### config.mk
export PLATFORM = sky130hd
export DESIGN_NAME = credit_based_transmitter_flat
export DESIGN_NICKNAME = d
export VERILOG_FILES = /design/src/rtl/credit_based_transmitter_if.sv /design/src/rtl/credit_based_transmitter.sv /design/src/flat_wrapper.sv
export SDC_FILE = /design/constraint.sdc
export NUM_CORES = 1
export LEC_CHECK = 0
export ABC_AREA = 1
export ABC_CLOCK_PERIOD_IN_PS = 4100
export CELL_PAD_IN_SITES_DETAIL_PLACEMENT = 1
export CELL_PAD_IN_SITES_GLOBAL_PLACEMENT = 1
export CORE_ASPECT_RATIO = 1.4
export CORE_MARGIN = 10
export CORE_UTILIZATION = 32
export DETAILED_ROUTE_END_ITERATION = 7
export HOLD_SLACK_MARGIN = 0.05
export PLACE_DENSITY_LB_ADDON = 0.3
export SYNTH_ARGS = -nofsm -noshare
export SYNTH_HDL_FRONTEND = slang
export SYNTH_SLANG_ARGS = --single-unit
### constraint.sdc
create_clock -name clock -period 4.1 [get_ports clock]
set_clock_uncertainty 0.05 [all_clocks]
set_input_delay 0.41 -clock clock [delete_from_list [all_inputs] [get_ports clock]]
set_output_delay 0.41 -clock clock [all_outputs]
set_load 0.01 [all_outputs]
### src/rtl/credit_based_transmitter_if.sv
// Bundles the upstream valid/ready channel, the downstream pulse channel, and the
// credit status of the credit-based transmit link.
interface credit_based_transmitter_if #(
  parameter int unsigned WIDTH        = 8,
  parameter int unsigned CREDIT_COUNT = 4
);
  localparam int unsigned CW = $clog2(CREDIT_COUNT + 1);

  logic [WIDTH-1:0] write_data;
  logic             write_valid;
  logic             write_ready;
  logic [WIDTH-1:0] read_data;
  logic             read_valid;
  logic             read_credit;
  logic [CW-1:0]    credit_count;
  logic             credit_overflow;

  modport master (
    output write_data, write_valid, read_credit,
    input  write_ready, read_data, read_valid, credit_count, credit_overflow
  );

  modport slave (
    input  write_data, write_valid, read_credit,
    output write_ready, read_data, read_valid, credit_count, credit_overflow
  );
endinterface

### src/rtl/credit_based_transmitter.sv
// Transmit end of a credit-based link: forwards accepted words as registered
// one-cycle pulses and only sends while the receiver has free slots.
module credit_based_transmitter #(
  parameter int unsigned WIDTH           = 8,
  parameter int unsigned CREDIT_COUNT    = 4,
  parameter int unsigned INITIAL_CREDITS = CREDIT_COUNT
) (
  input  logic                       clock,
  input  logic                       resetn,
  credit_based_transmitter_if.slave  bus
);
  localparam int unsigned   CW        = $clog2(CREDIT_COUNT + 1);
  localparam logic [CW-1:0] MAX_CRED  = CW'(CREDIT_COUNT);
  localparam logic [CW-1:0] INIT_CRED = CW'(INITIAL_CREDITS);

  logic [CW-1:0]    r_count;
  logic             r_valid;
  logic [WIDTH-1:0] r_data;
  logic             r_overflow;
  logic             w_ready;
  logic             w_send;

  // Ready depends only on the registered count, so a returned credit is usable next cycle.
  assign w_ready = (r_count != '0);
  assign w_send  = bus.write_valid & w_ready;

  always_ff @(posedge clock or negedge resetn) begin
    if (!resetn) begin
      r_count    <= INIT_CRED;
      r_valid    <= 1'b0;
      r_data     <= '0;
      r_overflow <= 1'b0;
    end else begin
      r_valid <= w_send;
      if (w_send) begin
        r_data <= bus.write_data;
      end
      if (w_send && !bus.read_credit) begin
        r_count <= r_count - CW'(1);
      end else if (bus.read_credit && !w_send) begin
        if (r_count == MAX_CRED) begin
          r_overflow <= 1'b1;
        end else begin
          r_count <= r_count + CW'(1);
        end
      end
    end
  end

  assign bus.write_ready     = w_ready;
  assign bus.read_valid      = r_valid;
  assign bus.read_data       = r_data;
  assign bus.credit_count    = r_count;
  assign bus.credit_overflow = r_overflow;
endmodule

### src/flat_wrapper.sv
// flat-port wrapper written by rule: the top's interface ports become plain ports
module credit_based_transmitter_flat 
#(
  parameter int unsigned WIDTH           = 8,
  parameter int unsigned CREDIT_COUNT    = 4,
  parameter int unsigned INITIAL_CREDITS = CREDIT_COUNT
)
  (clock, resetn, bus_write_data, bus_write_valid, bus_read_credit, bus_write_ready, bus_read_data, bus_read_valid, bus_credit_count, bus_credit_overflow);
  credit_based_transmitter_if #(.WIDTH(WIDTH), .CREDIT_COUNT(CREDIT_COUNT)) bus_i ();
  input  logic clock;
  input  logic resetn;
  input wire logic [$bits(bus_i.write_data)-1:0] bus_write_data;
  input wire logic [$bits(bus_i.write_valid)-1:0] bus_write_valid;
  input wire logic [$bits(bus_i.read_credit)-1:0] bus_read_credit;
  output wire logic [$bits(bus_i.write_ready)-1:0] bus_write_ready;
  output wire logic [$bits(bus_i.read_data)-1:0] bus_read_data;
  output wire logic [$bits(bus_i.read_valid)-1:0] bus_read_valid;
  output wire logic [$bits(bus_i.credit_count)-1:0] bus_credit_count;
  output wire logic [$bits(bus_i.credit_overflow)-1:0] bus_credit_overflow;
  assign bus_i.write_data = bus_write_data;
  assign bus_i.write_valid = bus_write_valid;
  assign bus_i.read_credit = bus_read_credit;
  assign bus_write_ready = bus_i.write_ready;
  assign bus_read_data = bus_i.read_data;
  assign bus_read_valid = bus_i.read_valid;
  assign bus_credit_count = bus_i.credit_count;
  assign bus_credit_overflow = bus_i.credit_overflow;
  credit_based_transmitter #(.WIDTH(WIDTH), .CREDIT_COUNT(CREDIT_COUNT), .INITIAL_CREDITS(INITIAL_CREDITS)) u_core (.clock(clock), .resetn(resetn), .bus(bus_i));
endmodule
==> results of run 1 <==
[worst paths after layout]
kind | startpoint | cells past startpoint | endpoint | slack, ns
min in group asynchronous | resetn | 1 | u_core.bus.read_data[5] | 0.46
max reg2reg | u_core.bus.credit_count[1] | 12 | u_core.bus.credit_count[2] | 2.09
max | u_core.bus.credit_count[1] | 12 | u_core.bus.credit_count[2] | 2.09
min reg2reg | u_core.bus.read_data[2] | 2 | u_core.bus.read_data[2] | 0.43
max in group asynchronous | resetn | 1 | u_core.bus.credit_overflow | 3.16
min | u_core.bus.read_data[2] | 2 | u_core.bus.read_data[2] | 0.43
[per-stage QoR]
stage          power (mW)  worst slack, ns  area, um^2
2_1_floorplan       0.444             2.23         661
4_1_cts             0.727             2.04         963
5_1_grt             0.780             1.90         963
3_5_place_dp        0.642             1.85         937
3_3_place_gp        0.627             1.90         937
6_report            0.707             2.09         963
[placed cells by master (no fill, tap or decap), drive strengths merged]
cell / instances
ha: 4
a31o: 1
xor2: 1
nand2: 48
dfrtp: 12
a21oi: 2
clkdlybuf4s50: 25
inv: 8
nor2: 1
dfstp: 1
clkbuf: 4
[tightest hold or removal path: cells and delay by family, from the launching register on]
kind | cells | cell delay [ns]
DFF | 1 | 0.35
and+or+nand+nor | 2 | 0.10
[registers in the layout, summed over array words and instances (netlist names)]
| register | count |
|---|---|
| u_core.bus.read_data | 8 |
| u_core.bus.credit_overflow | 1 |
| u_core.bus.credit_count | 3 |
| u_core.bus.read_valid | 1 |
[cell families after synthesis]
| logic type | after synthesis | synth area share [%] |
|---|---|---|
| xor+xnor | 1 | 1.33 |
| buf+inv | 8 | 5.30 |
| fa+ha+maj | 4 | 7.58 |
| flops | 13 | 49.4 |
| simple gates | 49 | 33.0 |
| compound gates | 3 | 3.41 |
[per-layer routing]
metal,vias to the layer above,wire (um)
met5,-,0
met3,5,193
met4,0,38
met2,20,872
met1,286,611
li1,291,-
[where the power goes]
| group | internal, mW | leakage [nW] | switching, mW |
|---|---|---|---|
| Combinational | 0.192 | 0.323 | 0.193 |
| Clock | 0.0378 | 0.0150 | 0.0425 |
| Sequential | 0.192 | 0.156 | 0.0495 |
[Yosys cell counts]
library cell | count | share of area [%]
a21oi_1 | 1 | 0.76
a21oi_2 | 1 | 1.3
a31o_2 | 1 | 1.3
dfrtp_1 | 12 | 45
dfstp_2 | 1 | 4.0
ha_1 | 4 | 7.6
inv_1 | 5 | 2.8
inv_2 | 2 | 1.1
inv_6 | 1 | 1.3
nand2_1 | 45 | 26
nand2_2 | 1 | 0.95
nand2_4 | 1 | 1.7
nand2_8 | 1 | 3.0
nor2_4 | 1 | 1.7
xor2_1 | 1 | 1.3
[layout make-up]
| type | instances | area [um^2] |
|---|---|---|
| Fill cell | 242 | 1010 |
| Sequential cell | 13 | 327 |
| Multi-Input combinational cell | 57 | 299 |
| Timing Repair Buffer | 25 | 250 |
| Inverter | 8 | 35.0 |
| Clock buffer | 4 | 26.3 |
| Tap cell | 21 | 26.3 |
==> reports/metrics.yaml, run 1 <==
outcome:
  status: "complete, no violations"
global_route:
  first_global_vias: 709
  gr-max-usage-layer: "met2"
  grt_max_degree: 14
  use_met2_pct: 15.1
  track_usage_pct: 9.08
  antenna_found_initial: 0
  grtUsageMet1_pct: 8.48
  grtUsageMet3_pct: 5.34
  grt_pass1_wl_um: 3090
  grt-ovfl-total: 0
detailed_routing:
  wl_per_cell_um: 13.4
  initialDrtViolationCount: 3
  routed-via-count: 602
  drc_errors: 0
  ant_nets: 0
  avgViaCountPerCell: 4.70
  routed_wl_um: 1720
  first_pass_iters: 3
timing:
  setup_tns_ns: 0
  grt_setup_unrepaired: "false"
  slew_viol_final: 0
  setup-violations-final: 0
  worstMarginPinSlew_ns: 0.602
  hold_ws_ns: 0.433
  slew_headroom_pct: 59.7
  min_period_over_period_pct: 49.1
  clock.fmax_mhz: 497
  min_period_ns: 2.01
  finalHoldViolCount: 0
synth:
  ys_ff_latch: 13
  synth_cell_type_count: 15
  synth_cells: 78
  synth_area_um2: 661
  avgSynthCellArea_um2: 8.47
  yosys_warnings: 0
  ys_seq_area_share_pct: 49.4
  syn_nets: 94
cts:
  cts_htree_levels: 1
  cts_max_path_buffers: 2
  cts_hold_buffers: 0
  numCtsBuffers: 3
  postCtsSetupRepairBufs: 0
  ctsResizeCount: 0
  cts_sinks: 13
  root_buffer: "clkbuf_4"
  clkLatencyLatePin_ns: 0.28
  cts_tree: "done"
  path_clk_slew_ns: 0.08
critical_path:
  critPathTopFamily: "simple AND/OR/NAND/NOR gates"
  worstSetupStartpointType: "flip-flop"
  path_common_cell: "nand2_1"
  slowest_delay_ns: 0.47
  criticalPathCategory: "reg2reg"
  cp.arrival_ns: 2.19
  crit_chain: "nor2_4, nand2_4, nand2_8, inv_6, ha_1, xor2_1, ha_1, a21oi_1, nand2_1, nand2_1, nand2_1, nand2_1"
  critPathMaxFanout: 11
  cp_num_buf_inv: 1
  cp_slowest_cell: "dfrtp_1"
  cp.required_ns: 4.28
  end_kind: "flip-flop"
floorplanning:
  fp.dieW_um: 58.4
  die_y_um: 73.8
  start_util_pct: 33.5
  die_area_um2: 4310
  rows: 19
  pin_count: 26
  core_um2: 1970
placed_design:
  gp_congestion: 0.742
  hpwl_um: 1410
  io_buffers: 25
  dp.cells: 124
final_layout:
  fin_util_pct: 48.8
  drive_gt1_share_pct: 12.1
  layout.cells.non_filler: 128
  area_growth_syn_to_layout_pct: 45.8
  fin_nets: 124
  diodes: 0
power:
  power_density_nw_per_um2: 734
  vdd_ir_drop_max_mv: 0.303
  p_leak_nw: 0.493
worst_hold_path:
  hp-class: "reg2reg"
job:
  max_cap_viol_count: 0
(Power assumes the default switching activity.)
==> run 2: changes to the inputs <==
--- a/config.mk
+++ b/config.mk
@@ -6,12 +6,12 @@
 export NUM_CORES = 1
 export LEC_CHECK = 0
 export ABC_AREA = 1
-export ABC_CLOCK_PERIOD_IN_PS = 4100
+export ABC_CLOCK_PERIOD_IN_PS = 1800
 export CELL_PAD_IN_SITES_DETAIL_PLACEMENT = 1
 export CELL_PAD_IN_SITES_GLOBAL_PLACEMENT = 1
 export CORE_ASPECT_RATIO = 1.4
 export CORE_MARGIN = 10
-export CORE_UTILIZATION = 32
+export CORE_UTILIZATION = 27
 export DETAILED_ROUTE_END_ITERATION = 7
 export HOLD_SLACK_MARGIN = 0.05
 export PLACE_DENSITY_LB_ADDON = 0.3
==> constraint.sdc (replaced) <==
create_clock -name clock -period 1.8 [get_ports clock]
set_clock_uncertainty 0.05 [all_clocks]
set_input_delay 0.18 -clock clock [delete_from_list [all_inputs] [get_ports clock]]
set_output_delay 0.18 -clock clock [all_outputs]
set_load 0.01 [all_outputs]
==> run 2 against run 1 <==
- via count is 4.5% higher
- sequential power is 120% higher
- critical path type unchanged
- critical path depth stayed put
- highest routed layer unchanged
- global-route usage is 0.83 points lower
- maximum frequency is 14% higher
- non-clock buffer count is 8 higher
==> reports/metrics.yaml, run 2 (synthesized netlist as in run 1, its figures left out) <==
placed_design:
  io_buffers: 25  # unchanged
  dp.cells: 131  # +5.6%
  hpwl_um: 1560  # +10%
  gp_congestion: 0.840  # +13%
timing:
  slew_headroom_pct: 62.1  # +2.4 points
  slew_viol_final: 0  # unchanged
  worstMarginPinSlew_ns: 0.567  # -0.0354 ns
  setup-violations-final: 0  # unchanged
  min_period_over_period_pct: 98.1  # +49 points
  finalHoldViolCount: 0  # unchanged
  clock.fmax_mhz: 566  # +14%
  min_period_ns: 1.77  # -0.248 ns
  setup_tns_ns: 0  # unchanged
  grt_setup_unrepaired: "true"
cts:
  numCtsBuffers: 3  # unchanged
  path_clk_slew_ns: 0.08  # about the same
  cts_max_path_buffers: 2  # unchanged
  clkLatencyLatePin_ns: 0.28  # about the same
  cts_htree_levels: 1  # unchanged
  cts_sinks: 13  # unchanged
  root_buffer: "clkbuf_4"
  cts_tree: "done"
critical_path:
  cp.required_ns: 1.97  # -2.31 ns
  worstSetupStartpointType: "flip-flop"
  cp.arrival_ns: 1.94  # -0.25 ns
  end_kind: "flip-flop"
  critPathMaxFanout: 3  # -8
  reg2reg_from: "u_core.bus.credit_count[1]"
  criticalPathCategory: "reg2reg"
  r2r_setup_slack_ns: 0.03  # -2.05 ns
  r2r-end: "u_core.bus.credit_count[2]"
  reg2regPathDepth: 12  # unchanged
detailed_routing:
  routed_wl_um: 1830  # +6.8%
  avgViaCountPerCell: 4.56  # -3.1%
  first_pass_iters: 2  # -1
  ant_nets: 0  # unchanged
  drc_errors: 0  # unchanged
  routed-via-count: 629  # +4.5%
  initialDrtViolationCount: 9  # +6
  wl_per_cell_um: 13.3  # -0.98%
global_route:
  grt-ovfl-total: 0  # unchanged
  first_global_vias: 755  # +6.5%
  antenna_found_initial: 0  # unchanged
  track_usage_pct: 8.25  # -0.83 points
  grt_pass1_wl_um: 3090  # unchanged
  grt_max_degree: 14  # unchanged
final_layout:
  layout_common_cells: "45 x nand2_1, 24 x clkdlybuf4s50_1, 10 x dfrtp_1"
  multi_input_area_um2: 329  # +10%
  drive_gt1_share_pct: 24.3  # +12 points
  layout_commonest_cell: "nand2_1"
  diodes: 0  # unchanged
  fill_cells: 293  # +21%
  largest_reg_flops: 8  # unchanged
  fin_nets: 132  # +6.5%
  register_area_um2: 329  # +0.77%
  layout.cells.non_filler: 138  # +7.8%
  area_growth_syn_to_layout_pct: 62.1
floorplanning:
  pin_count: 26  # unchanged
  fp.dieW_um: 61.8  # +5.8%
  die_area_um2: 4850  # +13%
  core_um2: 2360  # +20%
  die_y_um: 78.5  # +6.5%
  start_util_pct: 27.9  # -5.5 points
  rows: 21  # +2
power:
  vdd_ir_drop_max_mv: 0.650  # +110%
  power_density_nw_per_um2: 1670  # +130%
  p_leak_nw: 0.534  # +8.4%
worst_hold_path:
  hp-class: "in2async"
job:
  max_cap_viol_count: 0  # unchanged
outcome:
  status: "complete, no violations"
run 2: cell types whose count changed in the layout (fill, tap and decap cells not counted), moves of 2 or more:
cell / change
buf_4: +7
dfrtp_1: -2
dfrtp_2: +2
ha_1: -2
run 2: routing by layer:
metal  global-route usage [%]  up-vias  share of wire [%]
met4                     4.71        0                2.0
met3                     3.70        3                 10
met5                        0        -                  0
met1                     7.04      299                 35
li1                         -      307                  -
met2                     14.8       20                 53
run 2: worst max-delay path, stage by stage, from the launching register on:
cell,delay (ns)
dfrtp_2,0.43
nor2_4,0.15
nand2_4,0.08
nand2_8,0.07
inv_6,0.04
ha_4,0.17
xor2_2,0.17
ha_2,0.18
a21oi_1,0.13
nand2_1,0.08
nand2_1,0.05
nand2_1,0.04
nand2_1,0.06
run 2: per-stage QoR:
step	hold slack (ns)	util, %	total power [mW]	cell area [um^2]	setup slack [ns]
6_report	0.208	45.3	1.79	1070	0.0342
5_1_grt	0.232	45.3	1.96	1070	-0.0808
4_1_cts	0.222	43.1	1.75	1020	0.0275
3_5_place_dp	0.418	42.0	1.57	992	-0.0297
3_3_place_gp	0.413	42.0	1.52	992	0.0239
2_1_floorplan	-0.166	-	1.02	676	0.0507
run 2: area by class of cell:
class | instances | area share (%)
clock buffer | 3 | 2.10
clock inverter | 1 | 0.467
inverter | 8 | 3.27
multi-input combinational | 57 | 30.7
sequential | 13 | 30.7
tap | 23 | 2.69
timing repair buffer | 33 | 30.0
run 2: how the worst max path moves through the flow:
| stage | from | end | cells past startpoint | slack, ns |
|---|---|---|---|---|
| final | u_core.bus.credit_count[1] | u_core.bus.credit_count[2] | 12 | 0.03 |
| after global routing | u_core.bus.credit_count[1] | u_core.bus.credit_count[2] | 12 | -0.08 |
| after CTS | u_core.bus.credit_count[2] | u_core.bus.credit_count[2] | 13 | 0.03 |
| after detailed placement | bus_write_valid | u_core.bus.credit_count[2] | 11 | -0.03 |
| after global placement | bus_write_valid | u_core.bus.credit_count[2] | 11 | 0.02 |
| after floorplan | u_core.bus.credit_count[0] | u_core.bus.credit_count[2] | 12 | 0.05 |
run 2: timing repair:
item,CTS,global route
resized for setup,1,4
hold buffers,0,0
buffers inserted,0,3
pin swaps,0,4
endpoints found under the setup margin,1,2
run 2: power breakdown:
group	switching (mW)	total, mW	internal (mW)
logic	0.518	1.08	0.559
registers	0.0901	0.532	0.442
clock network	0.0959	0.178	0.0825
==> run 3: changes to the inputs <==
--- a/config.mk
+++ b/config.mk
@@ -9,7 +9,7 @@
 export ABC_CLOCK_PERIOD_IN_PS = 1800
 export CELL_PAD_IN_SITES_DETAIL_PLACEMENT = 1
 export CELL_PAD_IN_SITES_GLOBAL_PLACEMENT = 1
-export CORE_ASPECT_RATIO = 1.4
+export CORE_ASPECT_RATIO = 1.75
 export CORE_MARGIN = 10
 export CORE_UTILIZATION = 27
 export DETAILED_ROUTE_END_ITERATION = 7
==> run 3 against run 2 <==
- combinational power barely moved
- worst setup slack gained 0.027 ns
- die area increased by 1.0%
- utilization up 1.3 points
- total power rose by 5.5%
- first-iteration DRC count shrank 78%
- register-to-register slack better by 0.03 ns
- clock-buffer cell count increased by 1
- design area grew 1.4%
- highest routed layer unchanged
- critical path depth unchanged
- sequential power is essentially flat
- sequential cell count did not move
==> reports/metrics.yaml, run 3 (synthesized netlist as in run 1, its figures left out) <==
critical_path:
  cp.required_ns: 1.94  # -0.03 ns
  reg2reg_from: "u_core.bus.credit_count[1]"
  critPathMaxFanout: 3  # unchanged
  cp.arrival_ns: 1.88  # -0.06 ns
  end_kind: "flip-flop"
  cp-startpoint: "u_core.bus.credit_count[1]"
  criticalPathCategory: "reg2reg"
  worstSetupStartpointType: "flip-flop"
floorplanning:
  die_y_um: 85.4  # +8.8%
  rows: 23  # +9.5%
  fp.dieW_um: 57.4  # -7.1%
  core_um2: 2330  # -1.4%
  start_util_pct: 28.3  # +0.40 points
  die_area_um2: 4900  # +1.0%
  pin_count: 26  # unchanged
final_layout:
  post-route-cell-area_um2: 1090  # +1.4%
  largest_reg_flops: 8  # unchanged
  multi_input_area_um2: 325  # -1.1%
  layout.cells.non_filler: 141  # +2.2%
  register_area_um2: 329  # unchanged
  fill_cells: 279  # -4.8%
  fin_nets: 133  # +0.76%
  diodes: 0  # unchanged
  layout_common_cells: "45 x nand2_1, 25 x clkdlybuf4s50_1, 10 x dfrtp_1"
  area_growth_syn_to_layout_pct: 64.4
  fin_util_pct: 46.6  # +1.3 points
  layout_commonest_cell: "nand2_1"
  drive_gt1_share_pct: 25.0  # +0.65 points
placed_design:
  dpl_cell_area_um2: 987  # -0.50%
  io_buffers: 25  # unchanged
  hpwl_um: 1570  # +1.1%
  dp.cells: 132  # +0.76%
  gp_congestion: 0.661  # -21%
outcome:
  status: "complete, no violations"
global_route:
  track_usage_pct: 8.69  # +0.44 points
  antenna_found_initial: 0  # unchanged
  grtUsageMet3_pct: 4.48  # +0.77 points
  first_global_vias: 748  # -0.93%
  gr-max-usage-layer: "met2"
  grtUsageMet1_pct: 7.20  # +0.16 points
  grt-ovfl-total: 0  # unchanged
  grt_pass1_wl_um: 3350  # +8.2%
  grt_max_degree: 14  # unchanged
  use_met2_pct: 15.0  # +0.17 points
detailed_routing:
  wl_per_cell_um: 13.9  # +4.9%
  avgViaCountPerCell: 4.57  # +0.36%
  routed_wl_um: 1960  # +7.2%
  routed-via-count: 645  # +2.5%
  initialDrtViolationCount: 2  # -7
  ant_nets: 0  # unchanged
  first_pass_iters: 4  # +2
  drc_errors: 0  # unchanged
cts:
  root_buffer: "clkbuf_8"
  cts_max_path_buffers: 2  # unchanged
  cts_sinks: 13  # unchanged
  cts_htree_levels: 1  # unchanged
  path_clk_slew_ns: 0.06  # -0.02 ns
  cts_tree: "done"
  clkLatencyLatePin_ns: 0.24  # -0.04 ns
  numCtsBuffers: 3  # unchanged
  cts_hold_buffers: 0  # unchanged
power:
  finalPower_mw: 1.88  # +5.5%
  comb_power_share_pct: 58.0  # -2.2 points
  swShare_pct: 38.2  # -1.2 points
  power.switching_mw: 0.720  # +2.3%
  p_int_mw: 1.16  # +7.5%
  clkPwrFrac_pct: 13.8  # +3.8 points
  vdd_ir_drop_max_mv: 0.824  # +27%
  power_frac_seq_pct: 28.3  # -1.5 points
  p_leak_nw: 0.543  # +1.6%
  power_density_nw_per_um2: 1740  # +4.0%
timing:
  min_period_over_period_pct: 96.6  # -1.5 points
  slew_viol_final: 0  # unchanged
  slew_headroom_pct: 60.3  # -1.8 points
  grt_setup_unrepaired: "true"
  setup-violations-final: 0  # unchanged
  clock.fmax_mhz: 575  # +1.5%
  worstMarginPinSlew_ns: 0.594  # +0.0274 ns
  setup_tns_ns: 0  # unchanged
  finalHoldViolCount: 0  # unchanged
  min_period_ns: 1.74  # -0.0269 ns
worst_hold_path:
  hp-class: "in2async"
job:
  max_cap_viol_count: 0  # unchanged
## run 3: changes by cell type in the layout (fill, tap and decap cells not counted), sizes merged
cell | previous run | this run
buf | 8 | 9
clkinv | 1 | 0
clkdlybuf4s50 | 24 | 25
dlygate4sd2 | 1 | 0
clkbuf | 3 | 4
## run 3: final cells by class
cell class                 count  share of cell area (%)
inverter                       8                    3.46
sequential                    13                    30.3
tap                           25                    2.88
timing repair buffer          34                    29.3
multi-input combinational     57                    30.0
clock buffer                   4                    4.15
## run 3: path summary, 6_finish.rpt
kind | slack [ns] | to | cells after the start
max in group asynchronous | 1.01 | u_core.bus.credit_count[1] | 1
min in group clock | 0.42 | u_core.bus.read_data[6] | 3
hold reg to reg | 0.43 | u_core.bus.read_data[4] | 2
hold / removal | 0.26 | u_core.bus.read_data[5] | 1
setup reg to reg | 0.06 | u_core.bus.credit_count[2] | 12
setup / recovery | 0.06 | u_core.bus.credit_count[2] | 12
## run 3: power groups by stage
stage / combinational [mW] / clock [mW] / sequential [mW]
2_1_floorplan: 0.409 / 0 / 0.616
4_1_cts: 1.03 / 0.273 / 0.543
5_1_grt: 1.22 / 0.287 / 0.552
3_5_place_dp: 1.00 / 0 / 0.551
3_3_place_gp: 0.970 / 0 / 0.548
6_report: 1.09 / 0.259 / 0.533
## run 3: what timing repair did
action	4_1_cts	5_1_grt
pin swaps	0	7
setup buffers	1	4
hold endpoints to repair	0	0
gates resized for setup	0	5
endpoints found under the setup margin	1	1
## run 3: metal layers
metal	vias up	share of wire, %
met5	-	0
met4	0	2.9
met3	7	9.6
met2	22	53
met1	309	35
li1	307	-
## run 3: critical path, stage by stage, from the launching register on
cell and delay (ns):
dfrtp_2 0.42, nor2_4 0.16, nand2_4 0.09, nand2_8 0.07, inv_6 0.03, ha_4 0.16, xor2_2 0.16, ha_2 0.20
a21oi_2 0.10, nand2_1 0.06, nand2_1 0.07, nand2_1 0.05, nand2_1 0.06
## run 3: through the flow
stage	setup slack, ns	hold WS, ns
detailed placement	-0.0245	0.415
floorplan	0.0507	-0.166
finish	0.0611	0.265
global route	-0.0421	0.307
global placement	0.0627	0.412
CTS	0.00937	0.289
